<file path="config.mk">
export PLATFORM = sky130hd
export DESIGN_NAME = hram_target
export DESIGN_NICKNAME = d
export VERILOG_FILES = /design/src/rtl/hram_target.sv
export SDC_FILE = /design/constraint.sdc
export NUM_CORES = 2
export LEC_CHECK = 0
export BUFFER_PORTS_ARGS = -buffer_cell sky130_fd_sc_hd__buf_2
export CAP_MARGIN = 20
export CORE_MARGIN = 1
export CORE_UTILIZATION = 30
export CTS_CLUSTER_SIZE = 10
export DETAILED_ROUTE_END_ITERATION = 6
export PLACE_DENSITY = 0.5
export RECOVER_POWER = 100
export SETUP_SLACK_MARGIN = 0.02
export SLEW_MARGIN = 10
export SYNTH_ARGS = -nofsm -noshare
export SYNTH_HDL_FRONTEND = slang
export SYNTH_SLANG_ARGS = --single-unit
</file>
<file path="constraint.sdc">
create_clock -name clk -period 4.35 [get_ports clk]
set_clock_uncertainty 0.2 [all_clocks]
set_input_delay 0.435 -clock clk [delete_from_list [all_inputs] [get_ports clk]]
set_output_delay 0.435 -clock clk [all_outputs]
set_load 0.01 [all_outputs]
</file>
<file path="src/rtl/hram_target.sv">
// hram_target: HyperBus RAM target model with a small internal word memory.
// The whole bus is sampled on the system clock. CK transitions are found by
// comparing hram_ck with its registered copy, and both CK edges carry data.
// A transaction runs through six command/address edges, then a fixed 2x
// initial latency, then a read or write burst. Raising CS ends the burst.
// Ports:
//   clk            system clock; the initiator drives the bus from it too
//   reset          synchronous, active high
//   hram_ck        HyperBus CK level
//   hram_cs        chip select, active low
//   hram_rwds_*    RWDS sample / drive value / output enable
//   hram_dq_*      DQ sample / drive value / output enable
//   busy           transaction in progress
//   done           one-cycle pulse when a read or write burst ends
module hram_target #(
  parameter int          ADDR_BITS = 8,
  parameter int          LATENCY   = 6,
  parameter logic [15:0] ID0       = 16'h0C81
) (
  input  logic       clk,
  input  logic       reset,
  input  logic       hram_ck,
  input  logic       hram_cs,
  input  logic       hram_rwds_din,
  output logic       hram_rwds_dout,
  output logic       hram_rwds_dir,
  input  logic [7:0] hram_dq_din,
  output logic [7:0] hram_dq_dout,
  output logic       hram_dq_dir,
  output logic       busy,
  output logic       done
);

  typedef enum logic [2:0] {
    ST_IDLE = 3'd0,
    ST_CA   = 3'd1,
    ST_LAT  = 3'd2,
    ST_RD   = 3'd3,
    ST_WR   = 3'd4
  } state_t;

  localparam int                CNT_W    = $clog2(4 * LATENCY + 1);
  localparam logic [CNT_W-1:0]  CA_LAST  = CNT_W'(5);
  localparam logic [CNT_W-1:0]  LAT_LAST = CNT_W'(4 * LATENCY - 1);
  localparam logic [ADDR_BITS-1:0] ONE_A = ADDR_BITS'(1);
  localparam logic [ADDR_BITS-1:0] LOW_A = ADDR_BITS'(15);

  state_t                 state_q, state_d;
  logic                   ck_q;
  logic                   wait_cs_q, wait_cs_d;
  logic [CNT_W-1:0]       cnt_q, cnt_d;
  logic [47:0]            ca_q, ca_d;
  logic [ADDR_BITS-1:0]   addr_q, addr_d;
  logic [7:0]             dq_dout_q, dq_dout_d;
  logic                   dq_dir_q, dq_dir_d;
  logic                   rwds_dout_q, rwds_dout_d;
  logic                   rwds_dir_q, rwds_dir_d;
  logic                   done_q, done_d;
  logic [15:0]            mem [2**ADDR_BITS];

  logic                   edge_s, rise_s;
  logic [47:0]            ca_shift_s;
  logic [15:0]            rd_word_s;
  logic [ADDR_BITS-1:0]   inc_s, next_addr_s;
  logic                   wr_hi_s, wr_lo_s;

  // Word address is {CA[44:16], CA[2:0]}, truncated to the memory depth.
  function automatic logic [ADDR_BITS-1:0] ca_addr(input logic [47:0] ca);
    logic [31:0] full;
    full = {ca[44:16], ca[2:0]};
    return full[ADDR_BITS-1:0];
  endfunction

  assign edge_s      = (hram_ck != ck_q) && !hram_cs;
  assign rise_s      = edge_s && hram_ck;
  assign ca_shift_s  = {ca_q[39:0], hram_dq_din};
  assign rd_word_s   = ca_q[46] ? ID0 : mem[addr_q];
  assign inc_s       = addr_q + ONE_A;
  // Wrapped bursts only step the low four address bits (16-word group).
  assign next_addr_s = ca_q[45] ? inc_s : ((addr_q & ~LOW_A) | (inc_s & LOW_A));

  // Next-state, counters, address and registered-output values.
  always_comb begin
    state_d     = state_q;
    wait_cs_d   = hram_cs ? 1'b0 : wait_cs_q;
    cnt_d       = cnt_q;
    ca_d        = ca_q;
    addr_d      = addr_q;
    dq_dout_d   = dq_dout_q;
    rwds_dout_d = rwds_dout_q;
    done_d      = 1'b0;
    wr_hi_s     = 1'b0;
    wr_lo_s     = 1'b0;

    if ((state_q != ST_IDLE) && hram_cs) begin
      // CS high ends any transaction; only a started burst reports done.
      state_d     = ST_IDLE;
      done_d      = (state_q == ST_RD) || (state_q == ST_WR);
      dq_dout_d   = 8'h00;
      rwds_dout_d = 1'b0;
    end else begin
      case (state_q)
        ST_IDLE: begin
          dq_dout_d = 8'h00;
          if (!hram_cs && !wait_cs_q) begin
            state_d     = ST_CA;
            cnt_d       = '0;
            rwds_dout_d = 1'b1;
          end else begin
            rwds_dout_d = 1'b0;
          end
        end
        ST_CA: begin
          rwds_dout_d = 1'b1;
          if (edge_s) begin
            ca_d = ca_shift_s;
            if (cnt_q == CA_LAST) begin
              state_d     = ST_LAT;
              cnt_d       = '0;
              addr_d      = ca_addr(ca_shift_s);
              rwds_dout_d = 1'b0;
            end else begin
              cnt_d = cnt_q + CNT_W'(1);
            end
          end else begin
            cnt_d = cnt_q;
          end
        end
        ST_LAT: begin
          if (edge_s) begin
            if (cnt_q == LAT_LAST) begin
              cnt_d = '0;
              if (ca_q[47]) begin
                // Preload the first high byte so it is valid before RWDS rises.
                state_d     = ST_RD;
                dq_dout_d   = rd_word_s[15:8];
                rwds_dout_d = 1'b0;
              end else begin
                state_d = ST_WR;
              end
            end else begin
              cnt_d = cnt_q + CNT_W'(1);
            end
          end else begin
            cnt_d = cnt_q;
          end
        end
        ST_RD: begin
          if (edge_s) begin
            if (rise_s) begin
              dq_dout_d   = rd_word_s[15:8];
              rwds_dout_d = 1'b1;
            end else begin
              dq_dout_d   = rd_word_s[7:0];
              rwds_dout_d = 1'b0;
              addr_d      = next_addr_s;
            end
          end else begin
            addr_d = addr_q;
          end
        end
        ST_WR: begin
          if (edge_s) begin
            // RWDS high masks the byte; register space discards writes.
            if (rise_s) begin
              wr_hi_s = !hram_rwds_din && !ca_q[46];
            end else begin
              wr_lo_s = !hram_rwds_din && !ca_q[46];
              addr_d  = next_addr_s;
            end
          end else begin
            addr_d = addr_q;
          end
        end
        default: begin
          state_d = ST_IDLE;
        end
      endcase
    end

    dq_dir_d   = (state_d == ST_RD);
    rwds_dir_d = (state_d == ST_CA) || (state_d == ST_RD);
  end

  // State, CK history and output registers.
  always_ff @(posedge clk) begin
    if (reset) begin
      state_q     <= ST_IDLE;
      ck_q        <= 1'b1;
      wait_cs_q   <= 1'b1;
      cnt_q       <= '0;
      ca_q        <= '0;
      addr_q      <= '0;
      dq_dout_q   <= 8'h00;
      dq_dir_q    <= 1'b0;
      rwds_dout_q <= 1'b0;
      rwds_dir_q  <= 1'b0;
      done_q      <= 1'b0;
    end else begin
      state_q     <= state_d;
      ck_q        <= hram_ck;
      wait_cs_q   <= wait_cs_d;
      cnt_q       <= cnt_d;
      ca_q        <= ca_d;
      addr_q      <= addr_d;
      dq_dout_q   <= dq_dout_d;
      dq_dir_q    <= dq_dir_d;
      rwds_dout_q <= rwds_dout_d;
      rwds_dir_q  <= rwds_dir_d;
      done_q      <= done_d;
    end
  end

  // Byte-lane memory writes; contents survive reset, and a reset cycle never writes.
  always_ff @(posedge clk) begin
    if (!reset && wr_hi_s) begin
      mem[addr_q][15:8] <= hram_dq_din;
    end
    if (!reset && wr_lo_s) begin
      mem[addr_q][7:0] <= hram_dq_din;
    end
  end

  assign hram_dq_dout   = dq_dout_q;
  assign hram_dq_dir    = dq_dir_q;
  assign hram_rwds_dout = rwds_dout_q;
  assign hram_rwds_dir  = rwds_dir_q;
  assign busy           = (state_q != ST_IDLE);
  assign done           = done_q;

endmodule

</file>
==> flow_metrics.py <==
metrics = {
    "critical_path": {
        "cpMaxStageDelayCell": "dfxtp_2",
        "startpoint_type": "flop",
        "endpoint_kind": "flop",
        "slowest_delay_ns": 0.87,
        "cp_num_buf_inv": 1,
        "crit_cells": 8,
        "worstSetupPathType": "reg -> reg",
        "crit_chain": "nand3_1, clkbuf_2, a211oi_1, nand2_1, and4_1, o31a_1, a21oi_2, a41oi_1",
        "reg2reg_depth": 8,
        "cp_max_fo": 21,
        "cp_data_required_time_ns": 5.01,
        "critPathTopFamily": "simple AND/OR/NAND/NOR gates",
        "worstPathArrival_ns": 5.01,
    },
    "yosys": {
        "syn_avg_cell_area_sq_um": 21.08,
        "yosysTopAreaCell": "edfxtp_1",
        "ys_ff_latch": 4162,
        "syn-instance-count": 7696,
        "synthFlopType": "edfxtp_1",
        "synthesis.nets": 7715,
        "synth_area_leaders": "edfxtp_1 76%, mux4_2 13%, mux2i_1 2.1%",
        "synth_edf_count": 4096,
        "synthDistinctLibCells": 78,
        "yosysWarningCount": 0,
        "synth_area_sq_mm": 0.1622,
        "synth-async-reset-ratio": 0,
        "yosysSeqAreaShare": 0.7664,
        "synth_top_area_frac": 0.7582,
    },
    "route": {
        "top_layer": "met5",
        "drt_iter0_drc": 9851,
        "dr.pass1.iters": 5,
        "drc": 0,
        "vias": 83796,
        "wl_met1_microns": 209100,
        "drt-total-wl_microns": 492800,
        "drtAntennaViolNets": 0,
        "viasPerCell": 5.238,
        "route.detailed.wl_per_inst_microns": 30.81,
        "dr_wl_met3_microns": 35590,
        "dr_wl_met2_microns": 233100,
    },
    "outcome": {
        "status": "finished with violations",
        "violations": "capacitance limit, slew limit, setup timing",
    },
    "pwr": {
        "power.density_mw_per_mm2": 423.1,
        "power_frac_seq": 0.556,
        "clkPwrFrac": 0.433,
        "p_comb_frac": 0.010,
        "total_leakage_power_nw": 55.00,
        "switching_share": 0.2007,
        "p_sw_mw": 15.91,
        "internal_power_mw": 63.36,
        "totalPowerFinal_mw": 79.27,
        "peakVddDrop_v": 0.0003478,
    },
    "place": {
        "place_inst": 15381,
        "port_buffers": 25,
        "globalplace.congestion": 0.8243,
        "dp_hpwl_microns": 313800,
        "dpl_worst_slack_ns": -0.7108,
        "place_area_sq_mm": 0.1769,
    },
    "layout": {
        "final_nets": 8701,
        "fill_cells": 50174,
        "layout_commonest_cell": "edfxtp_1",
        "layout.cells.non_filler": 15997,
        "final_cell_mix": "4096 x edfxtp_1, 923 x mux4_2, 569 x nor2_1, 538 x clkbuf_1, 467 x clkbuf_16",
        "area_delta_synth_final_pct": 15.49,
        "design_area_sq_mm": 0.1874,
        "layout-drive-gt1-share": 0.2292,
    },
    "job": {
        "cap_violations": 26,
    },
    "timing": {
        "relSlewSlack": -1.028,
        "fin_crit_ns": 4.353,
        "max_freq_mhz": 229.7,
        "fin_crit_sh": 1.001,
        "drv_slew": 2195,
        "setup_violations": 1,
        "worstMarginPinSlew_ns": 3.042,
        "finalHoldViolCount": 0,
        "rsz0062_at_grt": "false",
        "postLayoutSetupSlackWorst_ns": -0.002911,
    },
    "die": {
        "die_w_microns": 737.4,
        "start_util": 0.3018,
        "design.core.area_sq_mm": 0.5375,
        "pin_count": 26,
        "die_h_microns": 737.4,
        "rows": 269,
        "dieArea_sq_mm": 0.5437,
    },
    "clocking": {
        "cts_tree": "yes",
        "clkLatencyLatePin_ns": 1.02,
        "cts_max_level": 5,
        "cts.clk_slew.worst_paths_ns": 0.06,
        "cts.sinks": 4162,
        "cts_made_buffers": 461,
        "clk_path_buf_depth": 4,
        "cts_root_buf": "clkbuf_16",
    },
    "hold_path": {
        "min_path_type": "in -> reg",
        "holdPathStages": 4,
    },
    "grt": {
        "grt_pass1_vias": 85663,
        "antenna_found_initial": 36,
        "grt_pass1_wl_microns": 686500,
        "overflow": 0,
        "grt_max_degree": 144,
        "grt_use_total": 0.1768,
    },
}
## Yosys cell counts, types with 69 or more instances
| cell type | instances |
|---|---|
| a21oi_1 | 140 |
| a22oi_1 | 76 |
| buf_2 | 91 |
| clkbuf_1 | 202 |
| edfxtp_1 | 4096 |
| mux2i_1 | 335 |
| mux4_2 | 923 |
| nand2_1 | 211 |
| nand3_1 | 79 |
| nor2_1 | 576 |
| o21ai_0 | 69 |
| o221ai_1 | 124 |
| o22ai_1 | 77 |
## path summary, 6_finish.rpt
check / from / endpoint / slack (ns)
setup / recovery: flop / hram_dq_dout[7] / -0.003
setup reg to reg: flop / hram_dq_dout[7] / -0.003
hold / removal: hram_cs / wait_cs_q / 0.25
hold reg to reg: ca_q[29] / ca_q[37] / 0.25
## logic make-up after synthesis
group / Yosys count / share of synthesized area
and+or+nand+nor: 1053 / 0.02787
xor gates and xnor gates: 3 / 0.0001620
AOI/OAI and AO/OA: 674 / 0.02916
muxes: 1305 / 0.1560
DFF: 4162 / 0.7664
buffers and inverters: 493 / 0.02003
adders and majority gates: 6 / 0.0004628
## area by class of cell
class,count,area (sq um),share of cell area
antenna,11,27.53,0.0001469
inverter,11,53.80,0.0002872
multi-input combinational,3041,34820,0.1859
timing repair buffer,1005,6566,0.03505
sequential,4162,124300,0.6637
tap,7181,8985,0.04796
clock inverter,33,484.2,0.002584
clock buffer,553,12070,0.06442
## through the flow
step,util,hold WS (ns),TNS [ns]
global placement,0.3290,0.2358,-2.062
floorplan,-,0.2321,0
finish,0.3486,0.2476,-0.002911
CTS,0.3528,0.1679,0
detailed placement,0.3290,0.2491,-1.453
global route,0.3485,0.2500,0
## power groups by stage
stage          combinational (mW)  sequential, mW  clock [mW]
2_1_floorplan              0.0425            44.9           0
3_3_place_gp                0.828            44.9           0
3_5_place_dp                0.885            44.9           0
4_1_cts                     0.893            44.0        35.0
5_1_grt                     0.879            44.1        36.3
6_report                    0.824            44.1        34.3
## sequential cells by signal, indices dropped and copies added (netlist names), named ones only
name and count:
addr_q 8, ca_q 28, ck_q 1, cnt_q 5, done 1, hram_dq_dir 1, hram_dq_dout 8, hram_rwds_dir 1
hram_rwds_dout 1, mem 4096, state_q 3, wait_cs_q 1
## repair_timing
action | CTS | global route
setup endpoints to repair | 4 | 3
resized for setup | 10 | 3
hold endpoints to repair | 689 | 0
hold buffers | 13 | 0
setup buffers | 5 | 0
## per-layer routing
layer  vias up  GRT usage
met3       715    0.02991
li1      34010          -
met4        14    0.04996
met5         -          0
met1     45756     0.2469
met2      3301     0.2853
## tightest hold or removal path, stage by stage
cell	delay, ns
dlygate4sd3_1	0.58
buf_2	0.22
inv_1	0.10
a21o_1	0.11
(Power assumes the default switching activity.)
